[src/rtl/sertx_box_if.sv]
// Frame-side bus of the sertx_box transmit cell: parallel load in, serial line and status out.
interface sertx_box_if #(
   parameter int unsigned WIDTH = 8
);
   logic [WIDTH-1:0] din;
   (* invertible_pin = "INV_LOAD" *) logic load;
   logic ready;
   (* invertible_pin = "INV_DO" *) logic dout;
   logic busy;
   logic done;

   modport master (
      output din,
      output load,
      input  ready,
      input  dout,
      input  busy,
      input  done
   );

   modport slave (
      input  din,
      input  load,
      output ready,
      output dout,
      output busy,
      output done
   );
endinterface

[src/rtl/sertx_box.sv]
// Parallel-in/serial-out transmit cell, MSB first, with pin polarity absorbed as INV_DO/INV_LOAD.
// Optional even-parity bit after the data bits when SERTX_PARITY_EN is defined.
module sertx_box #(
   parameter int unsigned WIDTH      = 8,
   parameter logic        IDLE_LEVEL = 1'b1,
   parameter logic        INV_DO     = 1'b0,
   parameter logic        INV_LOAD   = 1'b0
) (
   input logic        clk,
   input logic        rst,
   sertx_box_if.slave bus
);

`ifdef SERTX_PARITY_EN
   localparam int unsigned CNT_W    = $clog2(WIDTH + 2);
   localparam int unsigned LAST_CNT = WIDTH + 1;
`else
   localparam int unsigned CNT_W    = $clog2(WIDTH + 1);
   localparam int unsigned LAST_CNT = WIDTH;
`endif

   localparam logic [0:0] S_IDLE  = 1'b0;
   localparam logic [0:0] S_SHIFT = 1'b1;

   logic [0:0]       state_q, state_d;
   logic [WIDTH-1:0] sr_q, sr_d;
   logic [CNT_W-1:0] cnt_q, cnt_d;
   logic             q_q, q_d;
`ifdef SERTX_PARITY_EN
   logic             par_q, par_d;
`endif

   logic ld_c;
   logic last_c;
   logic ready_c;
   logic accept_c;

   // cnt holds the 1-based index of the bit currently on the line
   assign ld_c     = bus.load ^ INV_LOAD;
   assign last_c   = (state_q == S_SHIFT) && (cnt_q == CNT_W'(LAST_CNT));
   assign ready_c  = (state_q == S_IDLE) || last_c;
   assign accept_c = ready_c && ld_c;

   always_ff @(posedge clk) begin
      if (rst) begin
         state_q <= S_IDLE;
         sr_q    <= '0;
         cnt_q   <= '0;
         q_q     <= IDLE_LEVEL;
`ifdef SERTX_PARITY_EN
         par_q   <= 1'b0;
`endif
      end else begin
         state_q <= state_d;
         sr_q    <= sr_d;
         cnt_q   <= cnt_d;
         q_q     <= q_d;
`ifdef SERTX_PARITY_EN
         par_q   <= par_d;
`endif
      end
   end

   // Acceptance has priority so a new frame can start on the final bit of the previous one
   always_comb begin
      state_d = state_q;
      sr_d    = sr_q;
      cnt_d   = cnt_q;
      q_d     = q_q;
`ifdef SERTX_PARITY_EN
      par_d   = par_q;
`endif
      if (accept_c) begin
         state_d = S_SHIFT;
         q_d     = bus.din[WIDTH-1];
         sr_d    = bus.din << 1;
         cnt_d   = CNT_W'(1);
`ifdef SERTX_PARITY_EN
         par_d   = ^bus.din;
`endif
      end else if (state_q == S_SHIFT) begin
         if (last_c) begin
            state_d = S_IDLE;
            q_d     = IDLE_LEVEL;
         end else begin
            sr_d  = sr_q << 1;
            cnt_d = cnt_q + CNT_W'(1);
`ifdef SERTX_PARITY_EN
            q_d   = (cnt_q == CNT_W'(WIDTH)) ? par_q : sr_q[WIDTH-1];
`else
            q_d   = sr_q[WIDTH-1];
`endif
         end
      end
   end

   assign bus.dout  = q_q ^ INV_DO;
   assign bus.ready = ready_c;
   assign bus.busy  = (state_q == S_SHIFT);
   assign bus.done  = last_c;

endmodule

[src/flat_wrapper.sv]
// flat-port wrapper written by rule: the top's interface ports become plain ports
module sertx_box_flat 
#(
   parameter int unsigned WIDTH      = 8,
   parameter logic        IDLE_LEVEL = 1'b1,
   parameter logic        INV_DO     = 1'b0,
   parameter logic        INV_LOAD   = 1'b0
)
  (clk, rst, bus_din, bus_load, bus_ready, bus_dout, bus_busy, bus_done);
  sertx_box_if #(.WIDTH(WIDTH)) bus_i ();
  input logic clk;
  input logic rst;
  input wire logic [$bits(bus_i.din)-1:0] bus_din;
  input wire logic [$bits(bus_i.load)-1:0] bus_load;
  output wire logic [$bits(bus_i.ready)-1:0] bus_ready;
  output wire logic [$bits(bus_i.dout)-1:0] bus_dout;
  output wire logic [$bits(bus_i.busy)-1:0] bus_busy;
  output wire logic [$bits(bus_i.done)-1:0] bus_done;
  assign bus_i.din = bus_din;
  assign bus_i.load = bus_load;
  assign bus_ready = bus_i.ready;
  assign bus_dout = bus_i.dout;
  assign bus_busy = bus_i.busy;
  assign bus_done = bus_i.done;
  sertx_box #(.WIDTH(WIDTH), .IDLE_LEVEL(IDLE_LEVEL), .INV_DO(INV_DO), .INV_LOAD(INV_LOAD)) u_core (.clk(clk), .rst(rst), .bus(bus_i));
endmodule
[config.mk]
export PLATFORM = sky130hd
export DESIGN_NAME = sertx_box_flat
export DESIGN_NICKNAME = d
export VERILOG_FILES = /design/src/rtl/sertx_box_if.sv /design/src/rtl/sertx_box.sv /design/src/flat_wrapper.sv
export SDC_FILE = /design/constraint.sdc
export NUM_CORES = 1
export LEC_CHECK = 0
export ABC_AREA = 1
export CAP_MARGIN = 20
export CELL_PAD_IN_SITES_DETAIL_PLACEMENT = 2
export CELL_PAD_IN_SITES_GLOBAL_PLACEMENT = 2
export CORE_MARGIN = 2
export CORE_UTILIZATION = 28
export CTS_CLUSTER_DIAMETER = 100
export DETAILED_ROUTE_END_ITERATION = 8
export PLACE_DENSITY = 0.88
export SYNTH_ARGS = -nofsm -noshare
export SYNTH_HDL_FRONTEND = slang
export SYNTH_SLANG_ARGS = --single-unit
[constraint.sdc]
create_clock -name clk -period 1.7 [get_ports clk]
set_input_delay 0.34 -clock clk [delete_from_list [all_inputs] [get_ports clk]]
set_output_delay 0.34 -clock clk [all_outputs]
set_load 0.05 [all_outputs]
After elaboration in Yosys (flattened, before gate mapping)
Cells that the tools add are included.
{"block": "classes", "addsub": 1, "n_eq_ne": 2, "mux": 12, "bitwise_logic": 2, "reduce_logical": 7}
{"op": "2-to-1 mux 8 bit", "count": 3}
{"op": "2-to-1 mux 1 bit", "count": 9}
{"op": "adder 4 x 1 -> 4 bit (second input constant)", "count": 1}
{"op": "equality test 4 bit (second input constant)", "count": 1}
{"op": "AND reduction 2 bit", "count": 2}
{"op": "logical AND 1 bit", "count": 2}
{"op": "!= test 2 bit (second input constant)", "count": 1}
{"op": "inverter 1 bit", "count": 2}
{"op": "nonzero test 2 bit", "count": 1}
{"op": "OR reduction 2 bit", "count": 1}
{"op": "logical OR 1 bit", "count": 1}
{"block": "word_totals", "register_bits": 13, "inputBits": 11, "output_inout_bits": 4, "wordCells": 29}

Longest topological paths before layout
{"block": "logic_depth", "word_depth": 6, "ltp_mapped": 9, "depth_no_buf": 8}

Worst setup path after synthesis
Ideal clock, no wire load.
{"block": "synth_timing", "path_type": "reg2out", "from": "register u_core.state_q, in the netlist u_core.bus.busy", "to": "output bus_done", "t_arrival_ns": 1.724, "required_time_ns": 1.360, "slack_ns": -0.364, "path_stages_with_launch": 4, "path_buffers": 1, "cell_sequence": "dfxtp_1 > buf_6 > inv_1 > nor2_1"}
{"block": "synth_via", "elab_chain_len": 1}
{"element": "start: declaration", "line": "sertx_box.sv:25", "rtl": "logic [0:0] state_q, state_d;"}
{"element": "start signal: assignment", "line": "sertx_box.sv:54", "rtl": "state_q <= state_d;"}
{"element": "logical AND 1 bit", "line": "sertx_box.sv:40", "rtl": "assign last_c = (state_q == S_SHIFT) && (cnt_q == CNT_W'(LAST_CNT));"}
{"element": "end: declaration", "line": "flat_wrapper.sv:18", "rtl": "output wire logic [$bits(bus_i.done)-1:0] bus_done;"}
Every way passes these cells.

Worst setup path after layout
{"block": "layout_timing", "from": "register u_core.cnt_q[0]", "to": "output bus_done"}
{"block": "layout_via", "elab_chain_len": 2}
{"element": "start: declaration", "line": "sertx_box.sv:27", "rtl": "logic [CNT_W-1:0] cnt_q, cnt_d;"}
{"element": "start signal: assignment", "line": "sertx_box.sv:56", "rtl": "cnt_q <= cnt_d;"}
{"element": "equality test 4 bit", "line": "sertx_box.sv:40"}
{"element": "logical AND 1 bit", "line": "sertx_box.sv:40"}
Every way passes these cells.

==> results.toml <==
[run_status]
status = "completed"

[final_layout]
drive_above_1_share_pct = 29.6
nNetsFinal = 122
fin_cells = 138
area_growth_pct = 36.6
fin_util_pct = 39.8
diodes = 0
num-fill-cells = 286

[power_and_ir_drop]
comb_power_share_pct = 23.2
ir_drop_uv = 285
power.switching_mw = 0.210
p_total_mw = 0.695
swShare_pct = 30.2
clock_power_share_pct = 28.1
internal-power_mw = 0.486
p_per_area_nw_per_um2 = 712
seq_power_share_pct = 48.7
power_leakage_nw = 0.423

[cts]
htreeDepth = 1
postCtsHoldBufs = 0
clockBufferDepth = 2
clock_sinks = 13
clock_latency_ns = 0.28
cts_tree = "yes"
numCtsBuffers = 3
cts.clk_slew.worst_paths_ns = 0.08
cts_root_buffer = "clkbuf_4"

[sta]
max_freq_ghz = 0.613
finalClockSkew_ns = 0.00125
slew_viol_final = 0
relSlewSlack_pct = 82.1
hold_violations = 0
period_share_pct = 95.9
setup_ws_ns = 0.0692
worst_pin_slew_ns = 0.268
finalSetupViolations = 0
period_needed_ns = 1.63

[drt]
via_count = 656
wl_met2_mm = 1.13
drtPass1Iterations = 2
initialDrtViolationCount = 5
met1_length_um = 849
drc = 0
antenna_left = 0
wl_mm = 2.04
vias_per_cell = 4.75
wl_per_cell_um = 14.8
maxUsedRoutingLayer = "met3"
wl_met3_um = 69

[place]
globalplace.congestion = 0.747
dpl.cell_count = 131
dpl.hpwl_mm = 1.53
port_buffers = 14
post-place-ws_ns = 0.155

[job]
drv_cap = 0

[synth]
yosys_warnings = 0
ys_top_cells_by_count = "20 x nand3_1, 13 x dfxtp_1, 12 x nand2_1, 11 x inv_1, 6 x nand3_2"
synth_cell_types = 21
synth-edff-count = 0
ys_seq_elements = 13
avgSynthCellArea_um2 = 8.21
synth.largest_area_cell = "dfxtp_1"
synth_most_common_cell = "nand3_1"
ys.flop_type = "dfxtp_1"
synth_area_um2 = 714
yosysSeqAreaShare_pct = 36.4
synthArstFlopShare_pct = 0
netlist.area_leader.share_pct = 36.4
synthCells = 87
ys_top_cells_by_area = "dfxtp_1 36%, nand3_1 14%, nand3_2 8.4%, nand2_1 6.3%, inv_1 5.8%"
syn-num-nets = 100

[die]
core_area_um2 = 2450
dieHeight_um = 54.5
start_util_pct = 29.1
dieArea_um2 = 2970
row_count = 18
die-width_um = 54.5
io_pins = 15

[critical_path]
critPathMaxFanout = 3
crit_start = "u_core.cnt_q[0]$_SDFFE_PP0P_"
r2r-start = "u_core.cnt_q[0]$_SDFFE_PP0P_"
regToRegSetupSlack_ns = 0.19
rr_endpoint = "u_core.sr_q[1]$_SDFFE_PP0P_"
r2r_cells = 9
path_class = "flip-flop to output pin"
cp.required_ns = 1.36
worst-endpoint-arrival_ns = 1.29
critical_path.endpoint = "bus_done"
critPathCaptureType = "output pin"
start_kind = "flip-flop"

[global_routing]
grt.overflow.total = 0
track_usage_pct = 16.9
grt_pass1_wl_mm = 3.48
grt_pass1_vias = 758
grt_max_degree = 18
antenna_found_initial = 0

[worst_hold_path]
hp-class = "flip-flop to flip-flop"
-- cell families after synthesis --
group                    synth area share [%]
adder cells (fa/ha/maj)                  3.50
flip-flops                               36.4
AO/OA/AOI/OAI                            5.78
XOR/XNOR                                 2.45
AND/OR/NAND/NOR                          39.6
buffers and inverters                    12.3
-- cell type report --
class	instances	area, µm²	share of cell area (%)
Timing Repair Buffer	20	213	21.8
Multi-Input combinational cell	58	387	39.6
Inverter	13	48.8	5.00
Sequential cell	13	264	27.1
Clock buffer	4	26.3	2.69
Tap cell	30	37.5	3.85
-- sequential cells by signal (all words and copies together) (netlist names) --
name / cells
u_core.cnt_q: 4
u_core.bus.busy: 1
u_core.sr_q: 7
u_core.bus.dout: 1
-- layer usage --
layer,vias up,GRT usage (%)
li1,328,-
met4,0,1.25
met2,10,33.3
met3,0,5.74
met5,-,0
met1,318,17.7
-- placed cells by master, fill, tap and decap left out, types with 2 or more instances in the layout --
cell type | synthesis | layout
a21oi_1 | 3 | 3
dfxtp_1 | 13 | 10
clkdlybuf4s50_1 | 0 | 10
nand3_1 | 20 | 20
nand3_2 | 6 | 6
o21ai_1 | 2 | 2
xor2_1 | 2 | 2
nand2_1 | 12 | 12
buf_4 | 1 | 7
inv_2 | 2 | 3
buf_12 | 1 | 3
inv_1 | 11 | 10
nor2_1 | 4 | 3
clkbuf_4 | 0 | 3
dfxtp_2 | 0 | 3
-- what timing repair did --
action	4_1_cts	5_1_grt
setup endpoints to repair	2	5
pin swaps	2	1
buffers inserted	2	1
resized for setup	1	5
gates cloned	0	0
-- stage by stage --
step	instance area, µm²	setup TNS, ns	hold WS, ns
6_report	976	0	0.496
5_1_grt	976	-0.0185	0.542
4_1_cts	953	-0.00943	0.507
3_5_place_dp	907	0	0.487
3_3_place_gp	907	0	0.467
2_1_floorplan	718	0	0.402
-- power by group through the flow --
stage | registers (mW) | logic, mW | clock network (mW)
detailed placement | 0.344 | 0.154 | 0
global route | 0.342 | 0.178 | 0.222
floorplan | 0.354 | 0.0839 | 0
global placement | 0.344 | 0.148 | 0
finish | 0.338 | 0.161 | 0.196
CTS | 0.337 | 0.158 | 0.205
-- worst min path at each step --
stage	start	endpoint	cells past startpoint
after floorplan	rst	u_core.sr_q[1]$_SDFFE_PP0P_	1
after global placement	u_core.bus.dout$_SDFFE_PP1P_	u_core.bus.dout$_SDFFE_PP1P_	2
after detailed placement	u_core.bus.dout$_SDFFE_PP1P_	u_core.bus.dout$_SDFFE_PP1P_	2
after CTS	u_core.sr_q[1]$_SDFFE_PP0P_	u_core.sr_q[1]$_SDFFE_PP0P_	2
after global routing	u_core.sr_q[1]$_SDFFE_PP0P_	u_core.sr_q[1]$_SDFFE_PP0P_	2
final	u_core.bus.dout$_SDFFE_PP1P_	u_core.bus.dout$_SDFFE_PP1P_	2
-- worst max-delay path, cell delays in order, from the launching register on --
cell,delay [ns]
dfxtp_2,0.34
inv_2,0.08
ha_4,0.14
nand3_4,0.11
nor2_4,0.18
buf_12,0.15
No activity file was read; power rests on OpenSTA's default activity.
